--- config.mk ---
export PLATFORM = sky130hd
export DESIGN_NAME = mem_arbiter_flat
export DESIGN_NICKNAME = d
export VERILOG_FILES = /design/src/rtl/mem_arbiter_if.sv /design/src/rtl/mem_arbiter.sv /design/src/flat_wrapper.sv
export SDC_FILE = /design/constraint.sdc
export NUM_CORES = 1
export LEC_CHECK = 0
export BUFFER_PORTS_ARGS = -buffer_cell sky130_fd_sc_hd__buf_2
export CAP_MARGIN = 20
export CORE_AREA = 2 2 130 132
export CTS_BUF_LIST = sky130_fd_sc_hd__clkbuf_16
export CTS_CLUSTER_DIAMETER = 150
export DETAILED_ROUTE_END_ITERATION = 10
export DIE_AREA = 0 0 132 134
export SLEW_MARGIN = 15
export SYNTH_ARGS = -nofsm -noshare
export SYNTH_HDL_FRONTEND = slang
export SYNTH_SLANG_ARGS = --single-unit
--- constraint.sdc ---
create_clock -name CLK -period 4.5 [get_ports CLK]
set_clock_uncertainty 0.15 [all_clocks]
set_input_delay 0.45 -clock CLK [delete_from_list [all_inputs] [get_ports CLK]]
set_output_delay 0.45 -clock CLK [all_outputs]
set_load 0.05 [all_outputs]
--- src/rtl/mem_arbiter_if.sv ---
// mem_arbiter_if: bus bundle between the two cache miss ports, the arbiter and the RAM port.
//
// Signals
//   icache : iREN, iaddr (requests in); iwait, iload (responses out of the arbiter)
//   dcache : dREN, dWEN, daddr, dstore (requests in); dwait, dload (responses out)
//   RAM    : ramREN, ramWEN, ramaddr, ramstore (driven by the arbiter); ramload, ramstate
//            (returned by the RAM). ramstate encoding: 0 FREE, 1 BUSY, 2 ACCESS, 3 ERROR.
//
// Modports
//   slave  : the arbiter's view (serves cache requests, drives the RAM port).
//   master : the surrounding caches/RAM view (issues requests, answers the RAM port).
interface mem_arbiter_if;
  logic        iREN;
  logic [31:0] iaddr;
  logic        iwait;
  logic [31:0] iload;

  logic        dREN;
  logic        dWEN;
  logic [31:0] daddr;
  logic [31:0] dstore;
  logic        dwait;
  logic [31:0] dload;

  logic        ramREN;
  logic        ramWEN;
  logic [31:0] ramaddr;
  logic [31:0] ramstore;
  logic [31:0] ramload;
  logic [1:0]  ramstate;

  modport slave (
    input  iREN, iaddr,
    input  dREN, dWEN, daddr, dstore,
    input  ramload, ramstate,
    output iwait, iload,
    output dwait, dload,
    output ramREN, ramWEN, ramaddr, ramstore
  );

  modport master (
    output iREN, iaddr,
    output dREN, dWEN, daddr, dstore,
    output ramload, ramstate,
    input  iwait, iload,
    input  dwait, dload,
    input  ramREN, ramWEN, ramaddr, ramstore
  );
endinterface

--- src/rtl/mem_arbiter.sv ---
// mem_arbiter: shares the single RAM port between icache fills and dcache fills/writebacks.
//
// The dcache wins ties, but once it has completed DBURST accesses while the icache is waiting
// the grant moves to the icache (and after IBURST icache completions back again), so a
// two-word dcache block moves back-to-back without starving instruction fetch. RAM handshake
// status is turned into per-requester wait signals; all RAM-side outputs are combinational
// from the registered grant state and the live request inputs.
//
// Ports
//   CLK          : clock, rising edge
//   nRST         : asynchronous active-low reset
//   bus          : mem_arbiter_if.slave (icache, dcache and RAM handshakes)
//   istall_count : cycles the icache spent waiting with iREN high (0 unless stats built)
//   dstall_count : cycles the dcache spent waiting with dREN|dWEN high (0 unless stats built)
//
// Parameters
//   DBURST : max consecutive dcache completions while iREN is pending
//   IBURST : max consecutive icache completions while a dcache request is pending
//
// Build option
//   MEM_ARB_STATS_EN : when defined, builds the two 32-bit wrapping stall counters; otherwise
//                      both count outputs are tied to zero and no counter flops exist.
module mem_arbiter #(
  parameter int unsigned DBURST = 2,
  parameter int unsigned IBURST = 1
) (
  input  logic                CLK,
  input  logic                nRST,
  mem_arbiter_if.slave        bus,
  output logic [31:0]         istall_count,
  output logic [31:0]         dstall_count
);

  localparam logic [1:0] RAM_ACCESS = 2'd2;

  typedef enum logic [1:0] {
    IDLE   = 2'd0,
    IGRANT = 2'd1,
    DGRANT = 2'd2
  } state_t;

  state_t     state_q, state_d;
  state_t     arb_pick;
  logic [1:0] burst_q, burst_d;
  logic [2:0] burst_inc;
  logic [1:0] burst_sat;
  logic       dreq;
  logic       d_done;
  logic       i_done;
  logic       d_limit;
  logic       i_limit;

  assign dreq = bus.dREN | bus.dWEN;

  // The burst counter saturates instead of wrapping, so a long run with nobody else waiting
  // never makes the other side wait extra completions once it starts requesting.
  assign burst_inc = {1'b0, burst_q} + 3'd1;
  assign burst_sat = (burst_q == 2'd3) ? 2'd3 : burst_inc[1:0];
  assign d_limit   = 32'(burst_inc) >= DBURST;
  assign i_limit   = 32'(burst_inc) >= IBURST;

  // Fresh arbitration from the current inputs; dcache wins a tie.
  always_comb begin
    if (dreq) begin
      arb_pick = DGRANT;
    end else if (bus.iREN) begin
      arb_pick = IGRANT;
    end else begin
      arb_pick = IDLE;
    end
  end

  // RAM port and wait outputs. Address/data pass straight through from the granted requester
  // so a multi-word block can change address between words without a bubble.
  always_comb begin
    bus.ramREN   = 1'b0;
    bus.ramWEN   = 1'b0;
    bus.ramaddr  = '0;
    bus.ramstore = '0;
    bus.iwait    = 1'b1;
    bus.dwait    = 1'b1;
    d_done       = 1'b0;
    i_done       = 1'b0;
    unique case (state_q)
      DGRANT: begin
        bus.ramaddr  = bus.daddr;
        bus.ramstore = bus.dstore;
        // A simultaneous read and write request is treated as a write.
        bus.ramWEN   = bus.dWEN;
        bus.ramREN   = bus.dREN & ~bus.dWEN;
        d_done       = dreq && (bus.ramstate == RAM_ACCESS);
        bus.dwait    = ~d_done;
      end
      IGRANT: begin
        bus.ramaddr  = bus.iaddr;
        bus.ramREN   = bus.iREN;
        i_done       = bus.iREN && (bus.ramstate == RAM_ACCESS);
        bus.iwait    = ~i_done;
      end
      default: begin
      end
    endcase
  end

  assign bus.iload = bus.ramload;
  assign bus.dload = bus.ramload;

  // Next grant. BUSY/FREE/ERROR simply hold the current grant; ERROR is never retried.
  always_comb begin
    state_d = state_q;
    burst_d = burst_q;
    unique case (state_q)
      IDLE: begin
        state_d = arb_pick;
        burst_d = 2'd0;
      end
      DGRANT: begin
        if (!dreq) begin
          // Granted side went quiet: re-arbitrate now so the other side loses no cycle.
          state_d = arb_pick;
          burst_d = 2'd0;
        end else if (d_done) begin
          if (d_limit && bus.iREN) begin
            state_d = IGRANT;
            burst_d = 2'd0;
          end else begin
            burst_d = burst_sat;
          end
        end
      end
      IGRANT: begin
        if (!bus.iREN) begin
          state_d = arb_pick;
          burst_d = 2'd0;
        end else if (i_done) begin
          if (i_limit && dreq) begin
            state_d = DGRANT;
            burst_d = 2'd0;
          end else begin
            burst_d = burst_sat;
          end
        end
      end
      default: begin
        state_d = IDLE;
        burst_d = 2'd0;
      end
    endcase
  end

  always_ff @(posedge CLK or negedge nRST) begin
    if (!nRST) begin
      state_q <= IDLE;
      burst_q <= 2'd0;
    end else begin
      state_q <= state_d;
      burst_q <= burst_d;
    end
  end

`ifdef MEM_ARB_STATS_EN
  logic [31:0] istall_q;
  logic [31:0] dstall_q;

  // Count every cycle a requester is asking but not completing; wraps at 2^32.
  always_ff @(posedge CLK or negedge nRST) begin
    if (!nRST) begin
      istall_q <= '0;
      dstall_q <= '0;
    end else begin
      if (bus.iREN && bus.iwait) begin
        istall_q <= istall_q + 32'd1;
      end
      if (dreq && bus.dwait) begin
        dstall_q <= dstall_q + 32'd1;
      end
    end
  end

  assign istall_count = istall_q;
  assign dstall_count = dstall_q;
`else
  assign istall_count = '0;
  assign dstall_count = '0;
`endif

endmodule
--- src/flat_wrapper.sv ---
// flat-port wrapper written by rule: the top's interface ports become plain ports
module mem_arbiter_flat 
#(
  parameter int unsigned DBURST = 2,
  parameter int unsigned IBURST = 1
)
  (CLK, nRST, istall_count, dstall_count, bus_iREN, bus_iaddr, bus_dREN, bus_dWEN, bus_daddr, bus_dstore, bus_ramload, bus_ramstate, bus_iwait, bus_iload, bus_dwait, bus_dload, bus_ramREN, bus_ramWEN, bus_ramaddr, bus_ramstore);
  mem_arbiter_if bus_i ();
  input  logic CLK;
  input  logic nRST;
  output logic [31:0] istall_count;
  output logic [31:0] dstall_count;
  input wire logic [$bits(bus_i.iREN)-1:0] bus_iREN;
  input wire logic [$bits(bus_i.iaddr)-1:0] bus_iaddr;
  input wire logic [$bits(bus_i.dREN)-1:0] bus_dREN;
  input wire logic [$bits(bus_i.dWEN)-1:0] bus_dWEN;
  input wire logic [$bits(bus_i.daddr)-1:0] bus_daddr;
  input wire logic [$bits(bus_i.dstore)-1:0] bus_dstore;
  input wire logic [$bits(bus_i.ramload)-1:0] bus_ramload;
  input wire logic [$bits(bus_i.ramstate)-1:0] bus_ramstate;
  output wire logic [$bits(bus_i.iwait)-1:0] bus_iwait;
  output wire logic [$bits(bus_i.iload)-1:0] bus_iload;
  output wire logic [$bits(bus_i.dwait)-1:0] bus_dwait;
  output wire logic [$bits(bus_i.dload)-1:0] bus_dload;
  output wire logic [$bits(bus_i.ramREN)-1:0] bus_ramREN;
  output wire logic [$bits(bus_i.ramWEN)-1:0] bus_ramWEN;
  output wire logic [$bits(bus_i.ramaddr)-1:0] bus_ramaddr;
  output wire logic [$bits(bus_i.ramstore)-1:0] bus_ramstore;
  assign bus_i.iREN = bus_iREN;
  assign bus_i.iaddr = bus_iaddr;
  assign bus_i.dREN = bus_dREN;
  assign bus_i.dWEN = bus_dWEN;
  assign bus_i.daddr = bus_daddr;
  assign bus_i.dstore = bus_dstore;
  assign bus_i.ramload = bus_ramload;
  assign bus_i.ramstate = bus_ramstate;
  assign bus_iwait = bus_i.iwait;
  assign bus_iload = bus_i.iload;
  assign bus_dwait = bus_i.dwait;
  assign bus_dload = bus_i.dload;
  assign bus_ramREN = bus_i.ramREN;
  assign bus_ramWEN = bus_i.ramWEN;
  assign bus_ramaddr = bus_i.ramaddr;
  assign bus_ramstore = bus_i.ramstore;
  mem_arbiter #(.DBURST(DBURST), .IBURST(IBURST)) u_core (.CLK(CLK), .nRST(nRST), .bus(bus_i), .istall_count(istall_count), .dstall_count(dstall_count));
endmodule
After elaboration in Yosys (flattened, before gate mapping):

Cells that the tools add are included.

* register bits: 4
* word-level logic and storage cells: 50

* add/sub/neg operators: 1
* $lt $le $gt $ge: 2
* eq/ne operators: 8
* muxes and demuxes: 25
* bitwise operators: 5
* reductions and logical operators: 7

Operators by type and width (number)
* $pmux 32 s2: 1
* $mux 32: 1
* $mux 2: 14
* $eq 2x2->1 const B: 3
* $mux 1: 6
* $ne 3x2->1 const B: 2
* $ne 3x3->1 const B: 2
* $pmux 2 s3: 1
* $logic_and 1x1->1: 4
* $pmux 2 s2: 1
* $reduce_and 4->1: 1
* $add 2x1->3 const B: 1
* $ge 3x1->1 const B: 1
* $ge 3x2->1 const B: 1
* $not 1->1: 3
* $eq 2x1->1 const B: 1
* $logic_not 2->1: 1
* $pmux 1 s2: 1
* $reduce_and 2->1: 1
* $and 1x1->1: 1
* $or 1x1->1: 1

Depth between registers and ports, before layout:

Gate-level depths: netlist (run 1).

* depth in word-level cells: 7
* depth in mapped cells: 7

Least setup slack after synthesis (run 1):

Ideal clock, no wire load.

* path type: register -> output
* from: register u_core.state_q[0]
* to: output bus_ramREN
* data arrival time: 2.212 ns
* path slack: 1.688 ns
* cell stages (with the launch flop): 7
* buffers on the path: 2
* cells stage by stage: dfrtp_1 -> inv_1 -> ha_1 -> buf_2 -> clkbuf_1 -> nand3b_1 -> a21boi_0

* longest elaborated chain between the ends: 2
* elaborated cells on any way between the ends: 3
* classes of those cells: eq/ne: 2; mux: 1

Ends and longest elaborated chain
* start: declaration: line mem_arbiter.sv:42 `state_t state_q, state_d;`
* start signal: assignment: line mem_arbiter.sv:156 `state_q <= state_d;`
* $eq 2x1->1 or $eq 2x2->1 (tied branches): line mem_arbiter.sv:84 `unique case (state_q)`
* $pmux 1 s2 (*): line mem_arbiter.sv:84
* end: declaration: line flat_wrapper.sv:25 `output wire logic [$bits(bus_i.ramREN)-1:0] bus_ramREN;`

Mark *: on every way between the ends. The rest lies on a longest branch, timed or not.

Final worst setup path (run 1):

* from: register u_core.state_q[0]
* to: output bus_ramaddr[16]

* longest elaborated chain between the ends: 2
* elaborated cells on any way between the ends: 3
* classes of those cells: eq/ne: 2; mux: 1

Ends and longest elaborated chain
* $eq 2x1->1 or $eq 2x2->1 (tied branches): line mem_arbiter.sv:84
* $pmux 32 s2 (*): line mem_arbiter.sv:84
* end: declaration: line flat_wrapper.sv:27 `output wire logic [$bits(bus_i.ramaddr)-1:0] bus_ramaddr;`

Marked as above.

==> results.md, run 1 <==
* Clock transition at path regs at 0.03 ns
* Min Clock Period, post-route at 2.83 ns
* GRT Resource Usage Total at 6.41%
* Power Total at 1.85 mW
* Die area at 17700 sq um
* Routed vias/inst at 3.32
* Critical path launch point type: flip-flop
* Area contributors post-synth: buf_4 (47%), a22oi_1 (12%), nor2b_1 (10%)
* Vias in the first global route at 1653
* Clk_lat worst skew at 0.22 ns
* Synth Register Bits at 4
* Syn Std Cell Area at 2030 sq um
* DRC Markers at 0
* Critical path's top delay family: buffers and inverters
* Port bufs at 170
* Crit-path max cell delay at 0.52 ns
* Fill count at 1882
* Finished layout cell area at 2470 sq um
* Status: finished clean
* CTS Buffer Depth at 2
* Crit path max-delay cell type: ha_2
* Area fraction of the dominant cell type after synthesis at 47.3%
* Initial antenna violation count at 1
* Worst flop-to-flop path endpoint: u_core.state_q[0]
* Bufs and invs on worst path at 3
* # H-tree levels at 1
* Compound-cell area share of the yosys netlist at 16.6%
* Max frequency at 353 MHz
* HP Start: u_core.burst_q[0]
* Synth Area in XOR/XNOR at 0%
* Largest net degree at the start of global routing at 44
* Die outline height at 134 microns
* Worst hold path depth at 2
* Total congestion overflow at 0
* Critical R2R Launch: u_core.state_q[0]
* Sinks on the clock net at 4
* Via count of the routed design at 1981
* First-pass iteration count of the detailed router at 4
* Reg2reg path depth at 6
* Post-route ant nets at 0
* DP HPWL at 5.41 mm
* Distinct cells, synth at 29
* Worst-path fanout max at 43
* Leak at 1.36 nW
* Setup TNS at 0 ns
* Max-slew violations at 0
* Initial DRC count at 45
* Sequential cell area fraction in the yosys report at 4.93%
* Initial core utilization at 12.5%
* Placed inst area at 2390 sq um
* Crit Path Class: reg2out
* Adder-cell share of the synthesized area at 2.47%
* Area growth, synth to finish at 21.9%
* GPL Wtd Cong at 0.743
* Main combinational cell family by area after synthesis: buffers and inverters
* FF-to-FF setup slack at 2.25 ns
* Worst hold endpoint: u_core.burst_q[0]
* Num CTS Buffers at 3
* # diodes at 0
* Post-Synth Simple-Gate Area at 23.4%
* CTS tree: yes
* Crit-path cells: inv_1 -> ha_2 -> buf_4 -> a22oi_1 -> nor2b_1 -> buf_2
* Root Driver: clkbuf_16
* Final period utilization at 62.9%
* Layout cells sized above 1 at 48.5%
* Routed WL at 6.40 mm
* Worst rel slew slack at 37.8%
* Nets at 518
* VDD IR max at 0.264 mV
* Setup crit end kind: output pin
* DR WL/cell at 10.7 microns
* Post-synthesis cell count at 281
* Fin util at 15.2%
* Warnings from Yosys at 0
* DIE WIDTH at 132 microns
* Core box area at 16300 sq um
* Worst Max-Slew Pin Slew at 0.934 ns
* Final worst slack at 1.67 ns
* Post-synth top area cell: buf_4
* Fin. Hold Viols at 0
* Hold Path Class: reg2reg
* IO Count at 331
* CP arrival at 2.23 ns
* Post-synthesis mux area share at 1.48%
* Setup violations, final at 0
* Place WS at 1.84 ns
* Row Count at 47
* RSZ-0062 raised after global routing: false
* CP required at 3.90 ns
* Pwr dens at 749 nW/um^2
* Mean Syn Cell Area at 7.22 sq um
* Max cap viols at 0
* First-pass GRT wire length at 8.75 mm
tightest hold or removal path, stage by stage, from the launching register on:
cell and delay (ns):
dfrtp_1 0.37, nand2_1 0.06, o21ai_1 0.08
power by group:
part,switching (mW),internal [mW]
combinational,1.22,0.428
clock,0.0244,0.113
sequential,0.0135,0.0504
total,1.26,0.592
placed cells by master (no fill, tap or decap), types with 2 or more instances in the layout:
cell and n:
inv_1 3, nand2_1 4, and2_1 32, nor2b_1 33
dfrtp_1 4, clkbuf_16 3, o21ai_0 2, a21oi_1 3
mux2_4 2, conb_1 64, nor3_1 3, o21ai_1 3
ha_1 3, a22oi_1 32, buf_4 2, buf_2 170
flip-flops by register name, summed over array words and instances, names as in the netlist:
register,count
u_core.state_q,2
u_core.burst_q,2
worst max-delay path by stage:
| stage | endpoint | startpoint | slack, ns | cells past startpoint |
|---|---|---|---|---|
| 2_1_floorplan | bus_ramREN | u_core.state_q[0] | 1.69 | 6 |
| 3_3_place_gp | bus_ramaddr[3] | u_core.state_q[0] | 1.91 | 6 |
| 3_5_place_dp | bus_ramaddr[6] | u_core.state_q[0] | 1.84 | 6 |
| 4_1_cts | bus_ramaddr[6] | u_core.state_q[0] | 1.61 | 6 |
| 5_1_grt | bus_ramaddr[6] | u_core.state_q[0] | 1.46 | 6 |
| 6_report | bus_ramaddr[16] | u_core.state_q[0] | 1.67 | 6 |
final cells by class:
class | count | area (sq um) | area share (%)
multi-input cells | 194 | 1140 | 45.9
repair buffers | 173 | 876 | 35.4
well taps | 220 | 275 | 11.1
flip-flops and latches | 4 | 100 | 4.05
clock buffers | 3 | 75.1 | 3.03
inverters | 3 | 11.3 | 0.455
timing repair:
item,4_1_cts,5_1_grt
buffers inserted,0,0
resized for setup,0,0
endpoints found under the hold margin,4,0
hold buffers,1,0
per-layer routing:
metal  track usage, %  wire, microns  vias to the layer above  part of all wire (%)
met5                0              7                        -                  0.11
met4             4.59            424                        2                   6.6
met3             2.57            820                       45                    13
met2             11.3           3050                      167                    48
met1             6.11           2100                      847                    33
li1                 -              -                      920                     -
synthesized netlist by cell type:
cell type	count
nand2b_2	1
nand3_1	1
o21ai_0	2
o221ai_1	1
inv_1	3
nand2b_1	1
nor3_1	3
dfrtp_1	4
o21ai_1	3
nand3b_1	1
a32oi_2	1
conb_1	1
a22oi_1	32
clkbuf_1	9
nand2_1	4
nor2_1	1
nor2b_1	33
buf_2	3
o21a_2	1
ha_1	4
buf_4	128
mux2_4	2
buf_1	3
and2_2	1
a21boi_0	1
and2_1	32
a21oi_1	3
o31ai_1	1
a21oi_2	1
kinds of logic (layout without fill, tap and decap cells):
family	count (synthesis)	after routing
mux	2	2
simple gates	78	78
buf+inv	146	179
flops	4	4
fa+ha+maj	4	4
compound gates	46	46
other cells	1	64
per-stage QoR:
step	hold slack (ns)	std cells
2_1_floorplan	0.00441	344
3_3_place_gp	0.111	593
3_5_place_dp	0.113	593
4_1_cts	0.407	597
5_1_grt	0.448	597
6_report	0.401	597
Note: power is estimated with default switching activity, not from simulation.
==> run 2: changes to the inputs <==
- ABC_AREA: not set -> 1
- CORE_AREA: 2 2 130 132 -> 2 2 129 131
- DIE_AREA: 0 0 132 134 -> 0 0 131 133
- clock period: 4.5 -> 2.9 ns (I/O delays scaled with it)
==> run 2 against run 1 <==
  * Largest power group unchanged
  * Sequential power grew 56%
  * Via count up 11%
  * Synthesized cell count up 31%
==> results.md, run 2 <==
* Fin. Hold Viols at 0 (unchanged)
* Nets at 608 (+17%)
* Setup violations, final at 0 (unchanged)
* Worst Max-Slew Pin Slew at 0.501 ns (-0.433 ns)
* Clock transition at path regs at 0.03 ns (about the same)
* Post-synthesis cell count at 367 (+31%)
* Fill count at 1870 (-0.64%)
* Mean Syn Cell Area at 5.93 sq um (-18%)
* Vias in the first global route at 1913 (+16%)
* Reg2reg path depth at 10 (+4)
* DRC Markers at 0 (unchanged)
* Commonest non-fill, non-tap cells in the layout: buf_2 (170), nand2_1 (105), conb_1 (64)
* Comb power frac at 88.8% (-0.3 points)
* Fin cells at 687 (+15%)
* CP Capture Point: bus_ramaddr[18]
* DR WL/cell at 9.32 microns (-13%)
* # diodes at 0 (unchanged)
* Post-route ant nets at 0 (unchanged)
* P_sw at 2.03 mW (+61%)
* Pwr dens at 1080 nW/um^2 (+44%)
* Critical R2R Launch: u_core.state_q[0]
* Multi-input gate area at 1080 sq um (-5.2%)
* Worst-path fanout max at 44 (+2.3%)
* Leak at 1.72 nW (+27%)
* Syn Std Cell Area at 2180 sq um (+7.3%)
* Cell-internal power at 0.765 mW (+29%)
* IO Count at 331 (unchanged)
* Core box area at 16200 sq um (-0.72%)
* Crit path max-delay cell type: buf_4
* Power Total at 2.80 mW (+51%)
* Most common cell after layout, fill and taps aside: buf_2
* Max-slew violations at 0 (unchanged)
* Worst rel slew slack at 66.6% (+29 points)
* Post-CTS sizing at 0 (unchanged)
* Sequential cell area fraction in the yosys report at 4.60% (-0.33 points)
* Port bufs at 170 (unchanged)
* GRT Resource Usage Total at 6.36% (-0.051 points)
* Status: finished clean
* Area fraction of the dominant cell type after synthesis at 45.2% (-2.2 points)
* Critical path launch point type: flip-flop
* Clk_lat worst skew at 0.22 ns (about the same)
* CP required at 2.46 ns (-1.44 ns)
* Num CTS Buffers at 3 (unchanged)
* DP HPWL at 5.47 mm (+1.0%)
* Critical path launch point: u_core.state_q[0]
* Max cap viols at 0 (unchanged)
* Post-synth top area cell: buf_4
* Top post-synthesis cells by count: buf_4 (131), nand2_1 (105), inv_1 (41), a21oi_1 (29), nand2_2 (14)
* Die outline height at 133 microns (-0.75%)
* Via count of the routed design at 2204 (+11%)
* Placed cells at 683 (+15%)
* Total congestion overflow at 0 (unchanged)
* Synth Register Bits at 4 (unchanged)
* Hold Slack at 0.245 ns (-0.156 ns)
* RSZ-0062 raised after global routing: false
* Distinct cells, synth at 21 (-28%)
* # H-tree levels at 1 (unchanged)
* GPL Wtd Cong at 0.708 (-4.7%)
* Sinks on the clock net at 4 (unchanged)
* Setup crit end kind: output pin
* Initial antenna violation count at 0 (-1)
* Biggest regs: u_core.burst_q (2), u_core.state_q (2)
* Final period utilization at 81.2%
* Count leader, synth: buf_4
* Flop pwr share at 3.6% (+0.2 points)
* Clock power frac at 7.7% (+0.3 points)
* CTS tree: yes
* Layout cells sized above 1 at 44.1% (-4.4 points)
* Crit Path Class: reg2out
* Worst flop-to-flop path endpoint: u_core.state_q[0]
* Crit-path cells: inv_1 -> ha_2 -> buf_4 -> nand2_1 -> a21oi_1 -> buf_2
* Die area at 17400 sq um (-1.5%)
* Max frequency at 424 MHz
* First-pass iteration count of the detailed router at 4 (unchanged)
* Sw frac at 72.7% (+4.6 points)
* First-pass GRT wire length at 8.85 mm (+1.2%)
* Routed vias/inst at 3.21 (-3.3%)
* Min Clock Period, post-route at 2.36 ns
* Root Driver: clkbuf_16
* CTS Buffer Depth at 2 (unchanged)
* Post-synth EDFFs at 0 (unchanged)
* VDD IR max at 0.906 mV (+240%)
* Initial core utilization at 13.5% (+1.0 points)
* Finished layout cell area at 2590 sq um (+4.9%)
* Largest net degree at the start of global routing at 45 (+2.3%)
* Row Count at 47 (unchanged)
* Top_reg_cell synth: dfrtp_1
* Warnings from Yosys at 0 (unchanged)
* Area growth, synth to finish at 19.2%
* Setup TNS at 0 ns (unchanged)
* Placed inst area at 2510 sq um (+5.1%)
* FF-to-FF setup slack at 1.19 ns (-1.06 ns)
* Hold Path Class: in2async
* Routed WL at 6.40 mm (about the same)
* FFs w/ async S/R, synth at 100% (unchanged)
* Reg area at 100 sq um (unchanged)
* Area contributors post-synth: buf_4 (45%), nand2_1 (18%), inv_1 (7.1%)
* CP arrival at 1.92 ns (-0.31 ns)
* Initial DRC count at 58 (+29%)
* Crit-path max cell delay at 0.42 ns (-0.10 ns)
* DIE WIDTH at 131 microns (-0.76%)
-- run 2: cell count changes after synthesis, sizes merged, moves of 5 or more --
cell,previous run,this run
a21oi,4,36
a22oi,32,0
and2,33,0
buf,134,142
clkbuf,9,1
inv,3,42
nand2,4,121
nand3,1,6
nor2b,33,0
-- run 2: cells by family after synthesis --
family,Yosys count,share of synthesized area [%]
other,1,0.172
AO/OA/AOI/OAI,40,10.4
flip-flops,4,4.60
buffers and inverters,186,57.0
adder cells (fa/ha/maj),4,2.30
AND/OR/NAND/NOR,132,25.5
-- run 2: metal layers --
metal / up-vias / wire length [microns] / track usage, %
li1: 1100 / - / -
met1: 935 / 2450 / 6.60
met2: 147 / 3100 / 12.0
met3: 22 / 668 / 1.54
met4: 0 / 181 / 2.48
met5: - / 0 / 0
-- run 2: cell type report --
class	count	share of cell area (%)
multi-input cells	240	41.5
repair buffers	177	34.9
well taps	220	10.6
inverters	43	6.22
flip-flops and latches	4	3.86
clock buffers	3	2.89
-- run 2: worst min-delay path by stage --
stage / to / start / slack, ns
after detailed placement: u_core.burst_q[0] / nRST / -0.05
after CTS: u_core.burst_q[0] / nRST / 0.24
after global routing: u_core.burst_q[0] / nRST / 0.26
after global placement: u_core.burst_q[1] / nRST / -0.05
final: u_core.state_q[1] / nRST / 0.25
after floorplan: u_core.burst_q[0] / nRST / -0.16
-- run 2: through the flow --
step	setup WS, ns	util, %
6_report	0.544	16.0
5_1_grt	0.369	16.0
4_1_cts	0.535	16.0
3_5_place_dp	0.779	15.5
3_3_place_gp	0.825	15.5
2_1_floorplan	0.622	-
-- run 2: what timing repair did --
action / CTS / global route
endpoints found under the setup margin: 0 / 0
hold endpoints to repair: 4 / 0
buffers inserted: 0 / 0
hold buffers: 1 / 0
-- run 2: critical path: cells and delay by family, from the launching register on --
family,cells,cell delay [ns]
buffers and inverters,3,0.81
DFF,1,0.40
AOI/OAI and AO/OA,1,0.19
adders and majority gates,1,0.18
and+or+nand+nor,1,0.10
-- run 2: power groups by stage --
stage / clock network (mW) / registers (mW) / logic (mW)
detailed placement: 0 / 0.0997 / 2.51
global route: 0.222 / 0.103 / 2.69
global placement: 0 / 0.0991 / 2.49
floorplan: 0 / 0.0954 / 2.33
CTS: 0.220 / 0.0990 / 2.51
finish: 0.215 / 0.0994 / 2.48
